`config.mk`:
```
export PLATFORM = sky130hd
export DESIGN_NAME = trace_acc
export DESIGN_NICKNAME = d
export VERILOG_FILES = /design/src/rtl/trace_acc.sv
export SDC_FILE = /design/constraint.sdc
export NUM_CORES = 1
export LEC_CHECK = 0
export ABC_AREA = 1
export ABC_CLOCK_PERIOD_IN_PS = 2250
export BUFFER_PORTS_ARGS = -buffer_cell sky130_fd_sc_hd__buf_2
export CAP_MARGIN = 20
export CORE_UTILIZATION = 57
export CTS_CLUSTER_SIZE = 14
export DETAILED_ROUTE_END_ITERATION = 12
export GPL_ROUTABILITY_DRIVEN = 0
export PLACE_DENSITY = 0.81
export SYNTH_ARGS = -nofsm -noshare
export SYNTH_HDL_FRONTEND = slang
export SYNTH_SLANG_ARGS = --single-unit
```
`constraint.sdc`:
```
create_clock -name clk -period 2.25 [get_ports clk]
set_input_delay 0.45 -clock clk [delete_from_list [all_inputs] [get_ports clk]]
set_output_delay 0.45 -clock clk [all_outputs]
set_load 0.05 [all_outputs]
```
`src/rtl/trace_acc.sv`:
```
// ---------------------------------------------------------------------------
// trace_acc
//   Computes the trace (sum of the diagonal) of one square NxN matrix per
//   frame. Elements arrive row-major over a valid/ready input. The trace is
//   returned over a valid/ready output one clock after the last element.
//
//   Parameters
//     DW  input element width, signed
//     N   matrix dimension (>=2), a frame is N*N elements
//     OW  accumulator / output width, signed (>=DW)
//
//   Ports
//     clk        rising-edge clock
//     rst_n      asynchronous active-low reset
//     start      begin a new frame (IDLE, or DONE together with the out handshake)
//     clr        synchronous abort back to IDLE, partial sum dropped
//     in_valid   in_data valid
//     in_ready   high while accumulating
//     in_data    matrix element, row-major
//     out_valid  trace valid, held until accepted
//     out_ready  downstream accepts out_data
//     out_data   trace of the last complete frame
//     busy       state is not IDLE
//     sat        result was clipped (always 0 unless TRACE_SAT_EN)
//
//   Build option
//     TRACE_SAT_EN : saturating diagonal adds with a sticky per-frame sat
//                    flag. Undefined: modulo 2^OW wrap, sat tied to 0.
// ---------------------------------------------------------------------------
module trace_acc #(
  parameter int DW = 16,
  parameter int N  = 4,
  parameter int OW = 16
) (
  input  logic          clk,
  input  logic          rst_n,
  input  logic          start,
  input  logic          clr,
  input  logic          in_valid,
  output logic          in_ready,
  input  logic [DW-1:0] in_data,
  output logic          out_valid,
  input  logic          out_ready,
  output logic [OW-1:0] out_data,
  output logic          busy,
  output logic          sat
);

  localparam int CW = (N > 1) ? $clog2(N) : 1;
  localparam logic [CW-1:0] LAST = CW'(N - 1);

  typedef enum logic [1:0] {IDLE, ACCUM, DONE} state_t;

  state_t        state_reg;
  logic [CW-1:0] row_reg;
  logic [CW-1:0] col_reg;
  logic [OW-1:0] acc_reg;
  logic [OW-1:0] out_data_reg;
  logic          out_valid_reg;

  logic          xfer;
  logic          on_diag;
  logic          last_elem;
  logic [OW-1:0] acc_next;

  assign in_ready  = (state_reg == ACCUM);
  assign busy      = (state_reg != IDLE);
  assign xfer      = in_valid && in_ready;
  assign on_diag   = (row_reg == col_reg);
  assign last_elem = (row_reg == LAST) && (col_reg == LAST);
  assign out_valid = out_valid_reg;
  assign out_data  = out_data_reg;

`ifdef TRACE_SAT_EN
  logic          sat_acc_reg;   // sticky clip flag for the frame in progress
  logic          sat_reg;       // flag presented alongside out_data
  logic          clip_next;
  logic [OW:0]   sum_wide;

  // One extra bit of headroom: overflow shows up as the top two bits differing.
  assign sum_wide = {acc_reg[OW-1], acc_reg} + (OW+1)'($signed(in_data));

  always_comb begin
    acc_next  = acc_reg;
    clip_next = 1'b0;
    if (on_diag) begin
      acc_next = sum_wide[OW-1:0];
      if (sum_wide[OW] != sum_wide[OW-1]) begin
        clip_next = 1'b1;
        acc_next  = sum_wide[OW] ? {1'b1, {(OW-1){1'b0}}} : {1'b0, {(OW-1){1'b1}}};
      end
    end
  end

  assign sat = sat_reg;
`else
  always_comb begin
    acc_next = acc_reg;
    if (on_diag) begin
      acc_next = acc_reg + OW'($signed(in_data));
    end
  end

  assign sat = 1'b0;
`endif

  always_ff @(posedge clk or negedge rst_n) begin
    if (!rst_n) begin
      state_reg     <= IDLE;
      row_reg       <= '0;
      col_reg       <= '0;
      acc_reg       <= '0;
      out_data_reg  <= '0;
      out_valid_reg <= 1'b0;
`ifdef TRACE_SAT_EN
      sat_acc_reg   <= 1'b0;
      sat_reg       <= 1'b0;
`endif
    end else if (clr) begin
      // Abort: out_data (and sat) keep the last delivered result.
      state_reg     <= IDLE;
      row_reg       <= '0;
      col_reg       <= '0;
      acc_reg       <= '0;
      out_valid_reg <= 1'b0;
`ifdef TRACE_SAT_EN
      sat_acc_reg   <= 1'b0;
`endif
    end else begin
      case (state_reg)
        IDLE: begin
          if (start) begin
            state_reg <= ACCUM;
            row_reg   <= '0;
            col_reg   <= '0;
            acc_reg   <= '0;
`ifdef TRACE_SAT_EN
            sat_acc_reg <= 1'b0;
`endif
          end
        end

        ACCUM: begin
          if (xfer) begin
            acc_reg <= acc_next;
`ifdef TRACE_SAT_EN
            sat_acc_reg <= sat_acc_reg | clip_next;
`endif
            if (col_reg == LAST) begin
              col_reg <= '0;
              row_reg <= row_reg + 1'b1;
            end else begin
              col_reg <= col_reg + 1'b1;
            end
            if (last_elem) begin
              // Row must wrap explicitly: N need not be a power of two.
              row_reg       <= '0;
              state_reg     <= DONE;
              out_valid_reg <= 1'b1;
              out_data_reg  <= acc_next;
`ifdef TRACE_SAT_EN
              sat_reg       <= sat_acc_reg | clip_next;
`endif
            end
          end
        end

        DONE: begin
          if (out_valid_reg && out_ready) begin
            out_valid_reg <= 1'b0;
            if (start) begin
              // Back-to-back frame: no idle cycle between handshake and accumulation.
              state_reg <= ACCUM;
              row_reg   <= '0;
              col_reg   <= '0;
              acc_reg   <= '0;
`ifdef TRACE_SAT_EN
              sat_acc_reg <= 1'b0;
`endif
            end else begin
              state_reg <= IDLE;
            end
          end
        end

        default: state_reg <= IDLE;
      endcase
    end
  end

endmodule

```
==> impl_metrics.yaml, run 1 <==
run_status:
  status: "finished with violations"
  violations: "DRC"
cells_and_area:
  diodes: 0
  layout.nets: 467
  nFillCells: 391
  area_delta_synth_final_pct: 12.4
  drive_gt1_frac: 0.157
sta:
  max_freq_ghz: 0.525
  rsz0062_at_grt: "no"
  worst_slew_pin_slew_ps: 545
  hold_viol: 0
  period_needed_ps: 1910
  layout_setup_ws_ps: 345
  slew_viol_final: 0
  setup_tns_ps: 0
  finalSetupViolations: 0
  period_share: 0.847
  relSlewSlack: 0.637
  final.setup_skew_ps: 9.97
floorplanning:
  rows: 24
  dieWidth_um: 70.7
  io_pins: 42
  die_y_um: 70.7
  core_sq_mm: 0.00444
  initial_core_util: 0.605
  die-area_sq_mm: 0.00500
placed_design:
  place_ws_ps: 145
  port_buffers: 40
  hpwl_mm: 4.99
grt:
  grt_pass1_wl_mm: 10.7
  overflow: 0
  grt_use_total: 0.277
  grt_start_max_net_pins: 26
  grt_antenna_before_repair: 0
  first_global_vias: 2323
worst_setup_path:
  reg2reg_from: "acc_reg[0]"
  crit_top_cell: "nand2_1"
  critPathCaptureType: "register"
  crit_chain: "ha_1, fa_1, nand2_1, nand2_1, nand3_1, nand2_1, nand2_1, nand2_1, nand2_1, nand2_1, nand2_1, nand2_1, nand2_1, nand2_1"
  cp.required_ps: 2440
  critPathArrivalTime_ps: 2100
  path_class: "register to register"
  worstPathMaxFanout: 3
  worst_path_largest_cell_delay_ps: 380
  critPathLaunchType: "register"
  worst_path_max_delay_cell: "dfrtp_1"
  cp-startpoint: "acc_reg[0]"
drt:
  detail_route.wl_per_cell_um: 13.3
  remaining_drc_errors: 4
  viasPerCell: 5.28
  dr.pass1.iters: 9
  ant_nets: 0
  drtIter0Drc: 252
  routed-via-count: 2534
  routed_wl_mm: 6.38
logic_synthesis:
  ys_ff_latch: 39
  async_flop_share: 1.00
  synth_area_sq_mm: 0.00269
  synthCells: 384
  ys_types: 36
  synth_flop_cell: "dfrtp_1"
  avgSynthCellArea_sq_um: 7.00
  synth-edff-count: 0
  yosysSeqAreaShare: 0.363
  yosysWarnings: 0
  syn_nets: 424
pwr:
  p_leak_nw: 1.80
  peakVddDrop_v: 0.000510
  p_per_area_mw_per_mm2: 665
cts:
  clkSinkCount: 39
  clk_pin_slew_ps: 80
  cts_tree: "built"
  clockBufferDepth: 2
  clock_latency_ps: 290
  cts-buffers-inserted: 5
  ctsHoldBuffers: 0
  clock-root-buffer: "clkbuf_8"
  ctsResizeCount: 0
  cts_setup_buffers: 0
  htreeDepth: 2
min_path:
  hold_path.class: "primary input to asynchronous set/reset pin"
job:
  drv_cap: 0
==> layer usage <==
| layer | vias to the layer above | share of wire | GRT usage |
|---|---|---|---|
| met3 | 8 | 0.068 | 0.0570 |
| li1 | 1310 | - | - |
| met1 | 1145 | 0.46 | 0.388 |
| met4 | 0 | 0.013 | 0.0822 |
| met5 | - | 0 | 0 |
| met2 | 71 | 0.46 | 0.436 |
==> cell usage after synthesis, types with 6 or more instances <==
master	n	area, sq um
nand2_1	143	537
dfrtp_1	39	976
inv_1	49	184
ha_1	17	213
nor2_1	17	63.8
nand3_1	34	170
o21ai_0	18	90.1
or2_2	6	37.5
a21oi_1	9	45.0
==> final timing paths <==
| check | end | slack [ps] | cells past startpoint |
|---|---|---|---|
| worst max-delay path | acc_reg[14] | 340 | 14 |
| worst min-delay path | out_data[6] | 140 | 1 |
| worst max register to register | acc_reg[14] | 340 | 14 |
| worst min register to register | out_data[7] | 480 | 2 |
| max in group asynchronous | acc_reg[6] | 1570 | 2 |
| min in group clk | out_data[7] | 480 | 2 |
==> report_power, final <==
part | switching, mW | internal (mW)
clock network | 0.257 | 0.251
registers | 0.0392 | 0.744
logic | 0.477 | 0.241
total | 0.773 | 1.24
==> metrics by stage <==
stage / instance area [sq um] / hold WS (ps) / instances / power, mW / util
final: 3020 / 136 / 480 / 2.01 / 0.680
after global routing: 3020 / 175 / 480 / 2.15 / 0.680
after CTS: 3020 / 150 / 480 / 2.01 / 0.680
after detailed placement: 2930 / 460 / 472 / 1.50 / 0.659
after global placement: 2930 / 460 / 472 / 1.48 / 0.659
after floorplan: 2690 / 154 / 384 / 1.34 / -
==> kinds of logic (layout without fill, tap and decap cells) <==
kind of cell,after synthesis,count (layout),share of synthesized area
xor gates and xnor gates,5,5,0.0163
muxes,1,1,0.00372
other,1,1,0.00139
adders and majority gates,18,18,0.0866
AOI/OAI and AO/OA,41,41,0.0847
and+or+nand+nor,220,220,0.352
buffers and inverters,59,103,0.0921
DFF,39,39,0.363
==> critical path, delay by kind of cell, from the launching register on <==
| family | cells | cell delay [ps] |
|---|---|---|
| adder cells (fa/ha/maj) | 2 | 590 |
| flip-flops | 1 | 380 |
| AND/OR/NAND/NOR | 12 | 830 |
==> area by class of cell <==
type	count	area, sq um	area share
clock inverters	1	8.76	0.00290
flip-flops and latches	39	976	0.323
well taps	52	65.1	0.0215
repair buffers	44	230	0.0762
multi-input cells	286	1470	0.485
clock buffers	7	86.3	0.0286
inverters	51	191	0.0633
==> placed cells by master (no fill, tap or decap), drive strengths merged, types with 4 or more instances in the layout <==
cell type	Yosys	layout
a21oi	9	9
xnor2	4	4
nand4	4	4
o22ai	4	4
ha	17	17
nand2	147	147
clkbuf	0	7
o21ai	21	21
buf	8	44
nand3	34	34
nor2	19	19
or2	8	8
inv	51	51
dfrtp	39	39
Power figures use the tool's default switching activity.
==> inputs of run 2 (changes only) <==
--- a/config.mk
+++ b/config.mk
@@ -6,7 +6,7 @@
 export NUM_CORES = 1
 export LEC_CHECK = 0
 export ABC_AREA = 1
-export ABC_CLOCK_PERIOD_IN_PS = 2250
+export ABC_CLOCK_PERIOD_IN_PS = 1950
 export BUFFER_PORTS_ARGS = -buffer_cell sky130_fd_sc_hd__buf_2
 export CAP_MARGIN = 20
 export CORE_UTILIZATION = 57
==> constraint.sdc (replaced) <==
create_clock -name clk -period 1.95 [get_ports clk]
set_input_delay 0.39 -clock clk [delete_from_list [all_inputs] [get_ports clk]]
set_output_delay 0.39 -clock clk [all_outputs]
set_load 0.05 [all_outputs]
==> run 2 against run 1 <==
  * The run still ends with DRC left
  * Register-to-register slack lost 220 ps
  * Non-clock buffer count rose by 3
  * Worst hold slack improved by 280 ps
  * Final cell count grew 0.63%
  * Sequential power grew 16%
  * Global-route usage up 0.81 points
  * Routed wire length increased by 1.2%
  * Setup slack got worse by 220 ps
  * Fmax rose by 4.6%
  * Sequential share of layout area shrank 1.5 points
==> impl_metrics.yaml, run 2 (same netlist as run 1, synthesis figures left out) <==
cells_and_area:
  drive_gt1_frac: 0.200
  nFillCells: 361
  layout.nets: 470
  final_common_cell: "nand2_1"
  area_delta_synth_final_pct: 17.8
  regArea_sq_um: 976
  diodes: 0
  multi_input_area_sq_mm: 0.00156
  final_cell_mix: "140 x nand2_1, 49 x inv_1, 40 x buf_2, 39 x dfrtp_1, 33 x nand3_1"
drt:
  routed_wl_mm: 6.46
  viasPerCell: 5.38
  routed-via-count: 2599
  drtIter0Drc: 184
  detail_route.wl_per_cell_um: 13.4
  ant_nets: 0
  dr.pass1.iters: 8
  remaining_drc_errors: 4
sta:
  setup_tns_ps: 0
  slew_viol_final: 0
  max_freq_ghz: 0.549
  hold_viol: 0
  finalSetupViolations: 0
  whs_ps: 419
  rsz0062_at_grt: "yes"
  period_share: 0.934
  final.setup_skew_ps: 15.1
  period_needed_ps: 1820
worst_setup_path:
  critPathCaptureType: "register"
  worst_path_largest_cell_delay_ps: 390
  worstPathMaxFanout: 4
  r2r-end: "out_data[13]"
  r2r_cells: 11
  r2r_setup_slack_ps: 130
  crit_chain: "ha_1, nand3_1, nand3_1, nand2_1, nand2_1, nand2_1, nand2_1, nand2_1, nand3_1, nand3_1, nand2_1"
  path_class: "register to register"
  worst_path_max_delay_cell: "dfrtp_1"
  reg2reg_from: "acc_reg[2]"
  critPathLaunchType: "register"
  cp.required_ps: 2130
  crit_top_cell: "nand2_1"
  critPathArrivalTime_ps: 2000
  path_delay_family: "simple AND/OR/NAND/NOR gates"
  worst-path-buf-inv: 0
cts:
  clkSinkCount: 39
  clk_pin_slew_ps: 80
  clock-root-buffer: "clkbuf_8"
  clock_latency_ps: 300
  htreeDepth: 2
  cts_tree: "built"
  clockBufferDepth: 2
  cts-buffers-inserted: 5
grt:
  grt_start_max_net_pins: 26
  overflow: 0
  grt_antenna_before_repair: 0
  grt_pass1_wl_mm: 11.2
  grt_use_total: 0.285
  first_global_vias: 2529
pwr:
  peakVddDrop_v: 0.000449
  p_leak_nw: 1.82
  p_per_area_mw_per_mm2: 791
run_status:
  status: "finished with violations"
  violations: "DRC"
min_path:
  hp-start: "out_ready"
  hold_path.class: "primary input to register"
  worstHoldPathCells: 4
  min_to: "state_reg[1]"
placed_design:
  port_buffers: 40
  hpwl_mm: 4.91
floorplanning:
  rows: 24
  dieWidth_um: 70.7
  core_sq_mm: 0.00444
  io_pins: 42
  die-area_sq_mm: 0.00500
  die_y_um: 70.7
  initial_core_util: 0.605
job:
  drv_cap: 0
[run 2: per-layer routing]
metal | vias to the layer above | wire length [um] | global-route usage
met5 | - | 0 | 0
met4 | 0 | 158 | 0.0933
met3 | 14 | 396 | 0.0456
met2 | 73 | 2980 | 0.464
met1 | 1197 | 2920 | 0.392
li1 | 1315 | - | -
[run 2: how the worst max path moves through the flow]
stage	start	endpoint	cells after the start
after floorplan	in_data[0]	out_data[14]	14
after global placement	in_data[0]	out_data[14]	15
after detailed placement	in_data[0]	out_data[10]	13
after CTS	acc_reg[0]	out_data[6]	10
after global routing	acc_reg[0]	out_data[14]	14
final	acc_reg[2]	out_data[13]	11
[run 2: power by group]
part	leakage [nW]	internal, mW	switching [mW]
clock	0.0612	0.414	0.294
sequential	0.539	0.858	0.0521
combinational	1.22	0.317	0.570
total	1.82	1.59	0.916
[run 2: layout make-up]
class	instances	area share
clock inverter	2	0.0111
tap	52	0.0205
clock buffer	6	0.0261
multi-input combinational	286	0.493
timing repair buffer	47	0.0806
sequential	39	0.308
inverter	51	0.0605
[run 2: through the flow]
stage	setup slack [ps]	util	area, sq um	power, mW	instances
3_5_place_dp	-77.7	0.660	2940	1.74	473
5_1_grt	-27.9	0.713	3170	2.66	483
2_1_floorplan	197	-	2690	1.55	384
4_1_cts	43.7	0.689	3060	2.45	482
3_3_place_gp	-21.0	0.660	2940	1.72	473
6_report	129	0.713	3170	2.51	483
[run 2: worst register-to-register path, delay by kind of cell, from the launching register on]
kind,cells,cell delay (ps)
flops,1,390
fa+ha+maj,1,330
simple gates,10,1000
[run 2: repair_timing]
action	CTS	global route
hold buffers	1	0
gates resized for setup	0	16
endpoints found under the hold margin	8	0
setup endpoints to repair	0	18
setup buffers	0	1
